$ cat src/rtl/operand_stage_pkg.sv
// Shared types and helpers for the decode-to-execute operand stage.
// Provides the control word, the registered output payload and sub-word
// extension functions used when building operands and immediates.
package operand_stage_pkg;

    localparam int unsigned OPS_XLEN = 64;
    localparam int unsigned OPS_REGW = 5;

    typedef enum logic [3:0] {
        OP_ALU   = 4'd0,
        OP_ALUW  = 4'd1,
        OP_ALUI  = 4'd2,
        OP_ALUIW = 4'd3,
        OP_LD    = 4'd4,
        OP_SD    = 4'd5,
        OP_LUI   = 4'd6,
        OP_AUIPC = 4'd7,
        OP_JAL   = 4'd8,
        OP_JALR  = 4'd9,
        OP_BR    = 4'd10
    } op_e;

    typedef enum logic [3:0] {
        FN_ADD  = 4'd0,
        FN_SUB  = 4'd1,
        FN_SLL  = 4'd2,
        FN_SLT  = 4'd3,
        FN_SLTU = 4'd4,
        FN_XOR  = 4'd5,
        FN_SRL  = 4'd6,
        FN_SRA  = 4'd7,
        FN_OR   = 4'd8,
        FN_AND  = 4'd9,
        FN_MUL  = 4'd10,
        FN_DIV  = 4'd11,
        FN_DIVU = 4'd12,
        FN_REM  = 4'd13,
        FN_REMU = 4'd14
    } alufunc_e;

    typedef struct packed {
        op_e      op;
        alufunc_e alufunc;
    } contral_t;

    typedef struct packed {
        logic [OPS_XLEN-1:0] pc;
        contral_t            ctl;
        logic [OPS_REGW-1:0] rd;
        logic                wen;
        logic [OPS_XLEN-1:0] a;
        logic [OPS_XLEN-1:0] b;
        logic [OPS_XLEN-1:0] c;
    } opstage_out_t;

    function automatic logic [OPS_XLEN-1:0] sext12(input logic [11:0] v);
        return {{(OPS_XLEN-12){v[11]}}, v};
    endfunction

    function automatic logic [OPS_XLEN-1:0] sext32(input logic [31:0] v);
        return {{(OPS_XLEN-32){v[31]}}, v};
    endfunction

    function automatic logic [OPS_XLEN-1:0] zext32(input logic [31:0] v);
        return {{(OPS_XLEN-32){1'b0}}, v};
    endfunction

endpackage

$ cat src/rtl/operand_stage_imm_gen.sv
// Immediate generator: decodes I/S/U immediates from the instruction word.
// Each immediate is driven only for the ops that consume it, zero otherwise.
// Ports: instr_i (instruction), op_i (decoded op),
//        immi_o / imms_o / immu_o (sign-extended I, S, U immediates).
module operand_stage_imm_gen
    import operand_stage_pkg::*;
#(
    parameter int unsigned XLEN = 64
) (
    input  logic [31:0]     instr_i,
    input  op_e             op_i,
    output logic [XLEN-1:0] immi_o,
    output logic [XLEN-1:0] imms_o,
    output logic [XLEN-1:0] immu_o
);

    // Opcode field is decoded upstream; only the immediate bits matter here.
    logic unused_opcode;
    assign unused_opcode = ^instr_i[6:0];

    always_comb begin
        immi_o = '0;
        imms_o = '0;
        immu_o = '0;
        case (op_i)
            OP_ALUI, OP_ALUIW, OP_LD: immi_o = XLEN'(sext12(instr_i[31:20]));
            OP_SD:                    imms_o = XLEN'(sext12({instr_i[31:25], instr_i[11:7]}));
            OP_LUI, OP_AUIPC:         immu_o = XLEN'(sext32({instr_i[31:12], 12'b0}));
            default: ;
        endcase
    end

endmodule

$ cat src/rtl/operand_stage.sv
// Registered decode-to-execute operand stage with a per-register
// pending-write scoreboard for RAW hazard detection.
// Optional feature: define OPSTAGE_WB_FWD_EN to forward wb_data into a
// source whose only outstanding writer retires this cycle.
// Ports: clk/reset (sync, active-high); in_* decode handshake and fields;
//        rf_rd1/rf_rd2 register-file reads; wb_* writeback retire port;
//        flush kills the output entry; out_* registered execute payload;
//        stall_cnt counts hazard/saturation stall cycles.
module operand_stage
    import operand_stage_pkg::*;
#(
    parameter int unsigned XLEN = 64,
    parameter int unsigned NREG = 32,
    parameter int unsigned CNTW = 2
) (
    input  logic                    clk,
    input  logic                    reset,
    input  logic                    in_valid,
    output logic                    in_ready,
    input  logic [XLEN-1:0]         in_pc,
    input  logic [31:0]             in_instr,
    input  contral_t                in_ctl,
    input  logic [$clog2(NREG)-1:0] in_rs1,
    input  logic [$clog2(NREG)-1:0] in_rs2,
    input  logic [$clog2(NREG)-1:0] in_rd,
    input  logic                    in_wen,
    input  logic [XLEN-1:0]         rf_rd1,
    input  logic [XLEN-1:0]         rf_rd2,
    input  logic                    wb_valid,
    input  logic [$clog2(NREG)-1:0] wb_rd,
    input  logic [XLEN-1:0]         wb_data,
    input  logic                    flush,
    output logic                    out_valid,
    input  logic                    out_ready,
    output logic [XLEN-1:0]         out_pc,
    output contral_t                out_ctl,
    output logic [$clog2(NREG)-1:0] out_rd,
    output logic                    out_wen,
    output logic [XLEN-1:0]         out_a,
    output logic [XLEN-1:0]         out_b,
    output logic [XLEN-1:0]         out_c,
    output logic [31:0]             stall_cnt
);

    localparam int unsigned REGW = $clog2(NREG);

    logic [CNTW-1:0] pend_q [NREG];
    logic [CNTW-1:0] pend_d [NREG];
    opstage_out_t    out_q, out_d;
    logic            out_valid_q, out_valid_d;
    logic [31:0]     stall_q, stall_d;

    logic [XLEN-1:0] immi, imms, immu;
    logic            use1, use2, fwd1, fwd2, haz1, haz2, hazard, sat;
    logic            accept, flush_kill;
    logic [XLEN-1:0] rs1_val, rs2_val, a_c, b_c, c_c;

    operand_stage_imm_gen #(.XLEN(XLEN)) u_imm_gen (
        .instr_i (in_instr),
        .op_i    (in_ctl.op),
        .immi_o  (immi),
        .imms_o  (imms),
        .immu_o  (immu)
    );

    // Which register sources the op actually reads.
    always_comb begin
        use1 = 1'b1;
        use2 = 1'b1;
        case (in_ctl.op)
            OP_ALUI, OP_ALUIW, OP_LD, OP_JALR: use2 = 1'b0;
            OP_LUI, OP_AUIPC, OP_JAL: begin
                use1 = 1'b0;
                use2 = 1'b0;
            end
            default: ;
        endcase
    end

`ifdef OPSTAGE_WB_FWD_EN
    // Last outstanding writer retiring now: take its data instead of stalling.
    assign fwd1 = wb_valid && (wb_rd == in_rs1) && (pend_q[in_rs1] == CNTW'(1));
    assign fwd2 = wb_valid && (wb_rd == in_rs2) && (pend_q[in_rs2] == CNTW'(1));
`else
    logic unused_wb_data;
    assign unused_wb_data = ^wb_data;
    assign fwd1 = 1'b0;
    assign fwd2 = 1'b0;
`endif

    assign rs1_val = fwd1 ? wb_data : rf_rd1;
    assign rs2_val = fwd2 ? wb_data : rf_rd2;

    assign haz1   = use1 && (pend_q[in_rs1] != '0) && !fwd1;
    assign haz2   = use2 && (pend_q[in_rs2] != '0) && !fwd2;
    assign hazard = haz1 || haz2;
    assign sat    = in_wen && (in_rd != '0) && (pend_q[in_rd] == {CNTW{1'b1}});

    assign in_ready   = (!out_valid_q || out_ready) && !hazard && !sat && !flush;
    assign accept     = in_valid && in_ready;
    assign flush_kill = flush && out_valid_q && out_q.wen;

    // Operand selection per op class.
    always_comb begin
        a_c = rs1_val;
        b_c = rs2_val;
        c_c = '0;
        case (in_ctl.op)
            OP_ALUW: begin
                case (in_ctl.alufunc)
                    FN_DIV, FN_REM: begin
                        a_c = XLEN'(sext32(rs1_val[31:0]));
                        b_c = XLEN'(sext32(rs2_val[31:0]));
                    end
                    FN_DIVU, FN_REMU: begin
                        a_c = XLEN'(zext32(rs1_val[31:0]));
                        b_c = XLEN'(zext32(rs2_val[31:0]));
                    end
                    default: ;
                endcase
            end
            OP_ALUI, OP_ALUIW, OP_LD: b_c = immi;
            OP_SD: begin
                b_c = imms;
                c_c = rs2_val;
            end
            OP_LUI: begin
                a_c = '0;
                b_c = immu;
            end
            OP_AUIPC: begin
                a_c = in_pc;
                b_c = immu;
            end
            OP_JAL: begin
                a_c = in_pc;
                b_c = XLEN'(4);
            end
            OP_JALR: begin
                a_c = in_pc;
                b_c = XLEN'(4);
                c_c = rs1_val;
            end
            default: ;
        endcase
    end

    // Scoreboard: issue increments, writeback and flush-undo decrement.
    always_comb begin
        for (int r = 0; r < NREG; r++) begin
            pend_d[r] = pend_q[r]
                      + CNTW'(accept && in_wen && (in_rd == REGW'(r)))
                      - CNTW'(wb_valid && (wb_rd == REGW'(r)))
                      - CNTW'(flush_kill && (out_q.rd == OPS_REGW'(r)));
        end
        pend_d[0] = '0;
    end

    // Output register and stall counter next state.
    always_comb begin
        out_d       = out_q;
        out_valid_d = out_valid_q;
        stall_d     = stall_q;
        if (flush) begin
            out_valid_d = 1'b0;
        end else if (accept) begin
            out_valid_d = 1'b1;
            out_d.pc    = OPS_XLEN'(in_pc);
            out_d.ctl   = in_ctl;
            out_d.rd    = OPS_REGW'(in_rd);
            out_d.wen   = in_wen;
            out_d.a     = OPS_XLEN'(a_c);
            out_d.b     = OPS_XLEN'(b_c);
            out_d.c     = OPS_XLEN'(c_c);
        end else if (out_ready) begin
            out_valid_d = 1'b0;
        end
        if (in_valid && !flush && (hazard || sat) && (stall_q != 32'hFFFF_FFFF)) begin
            stall_d = stall_q + 32'd1;
        end
    end

    always_ff @(posedge clk) begin
        if (reset) begin
            out_q       <= '0;
            out_valid_q <= 1'b0;
            stall_q     <= '0;
            for (int r = 0; r < NREG; r++) begin
                pend_q[r] <= '0;
            end
        end else begin
            out_q       <= out_d;
            out_valid_q <= out_valid_d;
            stall_q     <= stall_d;
            for (int r = 0; r < NREG; r++) begin
                pend_q[r] <= pend_d[r];
            end
        end
    end

    assign out_valid = out_valid_q;
    assign out_pc    = XLEN'(out_q.pc);
    assign out_ctl   = out_q.ctl;
    assign out_rd    = REGW'(out_q.rd);
    assign out_wen   = out_q.wen;
    assign out_a     = XLEN'(out_q.a);
    assign out_b     = XLEN'(out_q.b);
    assign out_c     = XLEN'(out_q.c);
    assign stall_cnt = stall_q;

endmodule

$ cat config.mk
export PLATFORM = sky130hd
export DESIGN_NAME = operand_stage
export DESIGN_NICKNAME = d
export VERILOG_FILES = /design/src/rtl/operand_stage_pkg.sv /design/src/rtl/operand_stage_imm_gen.sv /design/src/rtl/operand_stage.sv
export SDC_FILE = /design/constraint.sdc
export NUM_CORES = 1
export LEC_CHECK = 0
export CAP_MARGIN = 20
export CELL_PAD_IN_SITES_DETAIL_PLACEMENT = 1
export CELL_PAD_IN_SITES_GLOBAL_PLACEMENT = 1
export CORE_AREA = 4 4 243 245
export CTS_BUF_LIST = sky130_fd_sc_hd__clkbuf_16
export CTS_CLUSTER_DIAMETER = 100
export CTS_CLUSTER_SIZE = 12
export DETAILED_ROUTE_END_ITERATION = 7
export DIE_AREA = 0 0 247 249
export GPL_TIMING_DRIVEN = 0
export HOLD_SLACK_MARGIN = 0.12
export PLACE_DENSITY_LB_ADDON = 0.1
export SYNTH_ARGS = -nofsm -noshare
export SYNTH_HDL_FRONTEND = slang
export SYNTH_SLANG_ARGS = --single-unit
$ cat constraint.sdc
create_clock -name clk -period 7.91 [get_ports clk]
set_clock_uncertainty 0.15 [all_clocks]
set_input_delay 1.1865 -clock clk [delete_from_list [all_inputs] [get_ports clk]]
set_output_delay 1.1865 -clock clk [all_outputs]
set_load 0.02 [all_outputs]
==> summary.md <==
| Metric | Value |
|---|---|
| Clock Latency Late Sink | `570 ps` |
| WP buf/inv | `6` |
| Share of cells above drive strength 1 | `3.647%` |
| Total gr overflow | `0` |
| XOR/XNOR Fraction of Synth Area | `3.025%` |
| Layout area overhead | `40.40%` |
| GRT Util Overall | `29.47%` |
| Gate Count Post-Synth | `2149` |
| Synth Warn # | `0` |
| Vias per inst | `5.573` |
| Hold crit path type | `reg -> reg` |
| Iter 0 DRT Violations | `1225` |
| Detailed placement HPWL | `76.12 mm` |
| Pwr Total | `0.004656 W` |
| Post-synth cell types | `59` |
| Top_reg_cell synth | `dfxtp_1` |
| Async set-reset flop share out of synthesis | `0%` |
| Slowest cell delay on critical path | `790 ps` |
| CTS clock-pin slew for the worst setup and hold paths | `60 ps` |
| Worst slew pin tran | `1120 ps` |
| Mux contribution to synthesized area | `8.379%` |
| Port Buffer Count | `548` |
| Final ANT Viol Nets | `0` |
| Crit Path Category | `in -> out` |
| H-tree levels | `2` |
| RSZ-0062 raised after global routing | `no` |
| Routability cong. | `0.9126` |
| Delay-heaviest family, CP | `buffers and inverters` |
| Cell Area, Synth | `0.01853 sq mm` |
| Largest family of logic cells by synthesized area | `simple AND/OR/NAND/NOR gates` |
| Largest net degree at the start of global routing | `13` |
| Initial antenna violation count | `20` |
| Register bit count reported by yosys | `365` |
| Post-synthesis sequential area ratio | `39.43%` |
| Most used cell, CP | `buf_2` |
| Peak Freq | `140.1 MHz` |
| Routed via count | `19610` |
| Crit end category | `output port` |
| Post-synthesis compound-gate area fraction | `19.38%` |
| Slew HR | `25.19%` |
| MaxCap Viol Count | `0` |
| Critical-path cell list | `clkdlybuf4s50_1 -> buf_2 -> buf_2 -> o211ai_1 -> o21ai_0 -> nor4_1 -> a311o_1 -> nor3_1 -> buf_2 -> clkbuf_1 -> nand2_1 -> nor2_1 -> clkdlybuf4s50_1` |
| Die W | `247 microns` |
| Clock buffer depth | `3` |
| Post-synth top area share | `39.43%` |
| CTS Buf Count | `36` |
| Die Ht | `249 microns` |
| Residual DRC | `0` |
| Post-Synth Simple-Gate Area | `19.95%` |
| Slowest stage cell, crit path | `clkdlybuf4s50_1` |
| Synth area leaders | `dfxtp_1 (39%), nor2_1 (8.1%), mux2i_1 (5.4%), a211oi_1 (4.5%), a22oi_1 (4.2%)` |
| WL final | `94.78 mm` |
| Clock Root Buffer | `clkbuf_16` |
| Final Max Tran Viols | `0` |
| RR Endpoint | `pend_q[18][1]` |
| 1st-pass router iterations | `6` |
| Startpoint Class | `input port` |
| Count of cells resized by post-cts repair | `0` |
| Post-CTS setup buffer count | `0` |
| Core area | `0.05714 sq mm` |
| Final period util | `90.27%` |
| Number of fillers in the final layout | `6628` |
| Crit path depth | `13` |
| Area leader, netlist | `dfxtp_1` |
| Hold_buf cts | `0` |
| WP data required | `6570 ps` |
| Mean Syn Cell Area | `8.623 sq um` |
| Critical path arrival | `5800 ps` |
| Peak VDD IR | `0.0001386 V` |
| Sum Neg Setup Slack | `0 ps` |
| First-pass GRT wire length | `137.0 mm` |
| # nets final | `3126` |
| CP max FO | `10` |
| Setup violators final | `0` |
| Flop-to-flop setup slack | `3090 ps` |
| Leak | `8.766 nW` |
| IO Count | `627` |
| CTS tree | `yes` |
| CP endpoint | `in_ready` |
| Number of enable flip-flop cells after synthesis | `0` |
| Clk sink count | `365` |
| Starting Density | `32.43%` |
| Reg2reg path depth | `16` |
| Reg2Reg Launch Point | `pend_q[8][0]` |
| CP Launch Point | `in_rd[1]` |
| WL/cell | `26.93 microns` |
| Final Hold Violating Endpoints | `0` |
| Die area | `0.06150 sq mm` |
| Power Dens Cells | `179.0 mW/mm^2` |
| Run status | `complete, no violations` |
| Vias in the first global route | `19950` |
| Syn Nets | `2535` |
| Minimum clock period | `7140 ps` |
| # rows | `88` |
| Post-Synth Adder-Cell Area | `5.563%` |
-- layout make-up --
type | instances | area (sq um) | area share, %
inverter | 19 | 71.32 | 0.2741
tap | 765 | 957.2 | 3.679
timing repair buffer | 553 | 5534 | 21.27
buffer | 182 | 720.7 | 2.770
multi-input combinational | 1583 | 10440 | 40.12
clock inverter | 4 | 60.06 | 0.2308
antenna | 12 | 30.03 | 0.1154
sequential | 365 | 7307 | 28.08
clock buffer | 36 | 900.9 | 3.462
-- power breakdown --
group	switching [W]	internal, W
sequential	0.0000620	0.00193
clock	0.000768	0.000844
combinational	0.000619	0.000431
total	0.00145	0.00321
-- state kept, by name, summed over array words and instances (netlist names) --
register   flops
out_a         64
out_b         64
out_c         64
out_ctl        8
out_pc        64
out_rd         5
out_valid      1
out_wen        1
pend_q        62
stall_cnt     32
-- cells in the final DEF (no fill, tap or decap), types with 57 or more instances in the layout --
cell type and count:
a211oi_1 110, dfxtp_1 365, clkbuf_1 148, nor2_1 401
o211ai_1 87, xnor2_1 57, o21ai_0 78, nor2b_1 75
a22oi_1 103, nand2_1 128, clkdlybuf4s50_1 548, mux2i_1 100
-- cells in the mapped netlist (5+ instances only) --
master      n
a22oi_1   103
nand3b_1    8
nand4_1    17
nand3_1    56
nor4_1      6
o211ai_1   87
fa_1       31
dfxtp_1   365
nand2_1   128
a211oi_1  110
or4_1      13
nor3_1     19
mux2i_1   100
and3_1      6
mux2_1     15
nand2b_1   44
and2_1     12
xor2_1      7
mux4_2     16
buf_2      30
clkbuf_1  148
o21ai_0    79
inv_1      17
a311oi_1   35
nor2b_1    75
ha_1       32
a21oi_1    55
xnor2_1    57
or3_1       5
nor2_1    401
o31ai_1    15
-- worst min path at each step --
| stage | start | to | slack, ps | cells past startpoint |
|---|---|---|---|---|
| finish | out_a[46] | out_a[46] | 320 | 2 |
| global route | out_a[60] | out_a[60] | 340 | 2 |
| CTS | out_a[46] | out_a[46] | 320 | 2 |
| detailed placement | out_a[46] | out_a[46] | 310 | 2 |
| global placement | out_a[37] | out_a[37] | 310 | 2 |
| floorplan | pend_q[12][1] | pend_q[12][1] | 360 | 2 |
-- logic make-up (layout without fill, tap and decap cells) --
family | Yosys count | count (layout)
compound gates | 514 | 514
xor+xnor | 64 | 64
fa+ha+maj | 64 | 64
buf+inv | 201 | 794
flops | 365 | 365
mux | 133 | 133
other cells | 0 | 12
simple gates | 808 | 808
-- metal layers --
metal	global-route usage, %	part of all wire, %	wire length [microns]	vias to the layer above
li1	-	-	-	8854
met1	37.37	42	39630	9906
met2	49.40	47	44910	670
met3	6.631	6.8	6482	163
met4	9.953	3.8	3639	18
met5	0	0.12	112	-
-- through the flow --
stage	area [sq um]	utilization [%]	std cells	setup WS (ps)	hold WS (ps)
detailed placement	25030	43.80	3467	763.6	310.5
CTS	25990	45.48	3507	789.5	321.1
global placement	24970	43.70	3462	794.1	307.0
floorplan	18530	-	2149	3074	356.1
finish	26020	45.53	3519	769.7	321.0
global route	26010	45.51	3515	540.9	341.5
-- worst reg2reg max path, cell delays in order (launching register included) --
cell	delay (ps)
dfxtp_1	330
nor2_1	240
mux4_2	280
mux2i_1	90
a211oi_1	360
nor3_1	130
nor4b_1	300
buf_2	300
buf_2	420
clkbuf_1	580
nand2_1	260
nor2_1	200
fa_1	460
ha_1	210
xnor2_1	210
xnor2_1	140
nor2_1	50
Note: power is estimated with default switching activity, not from simulation.
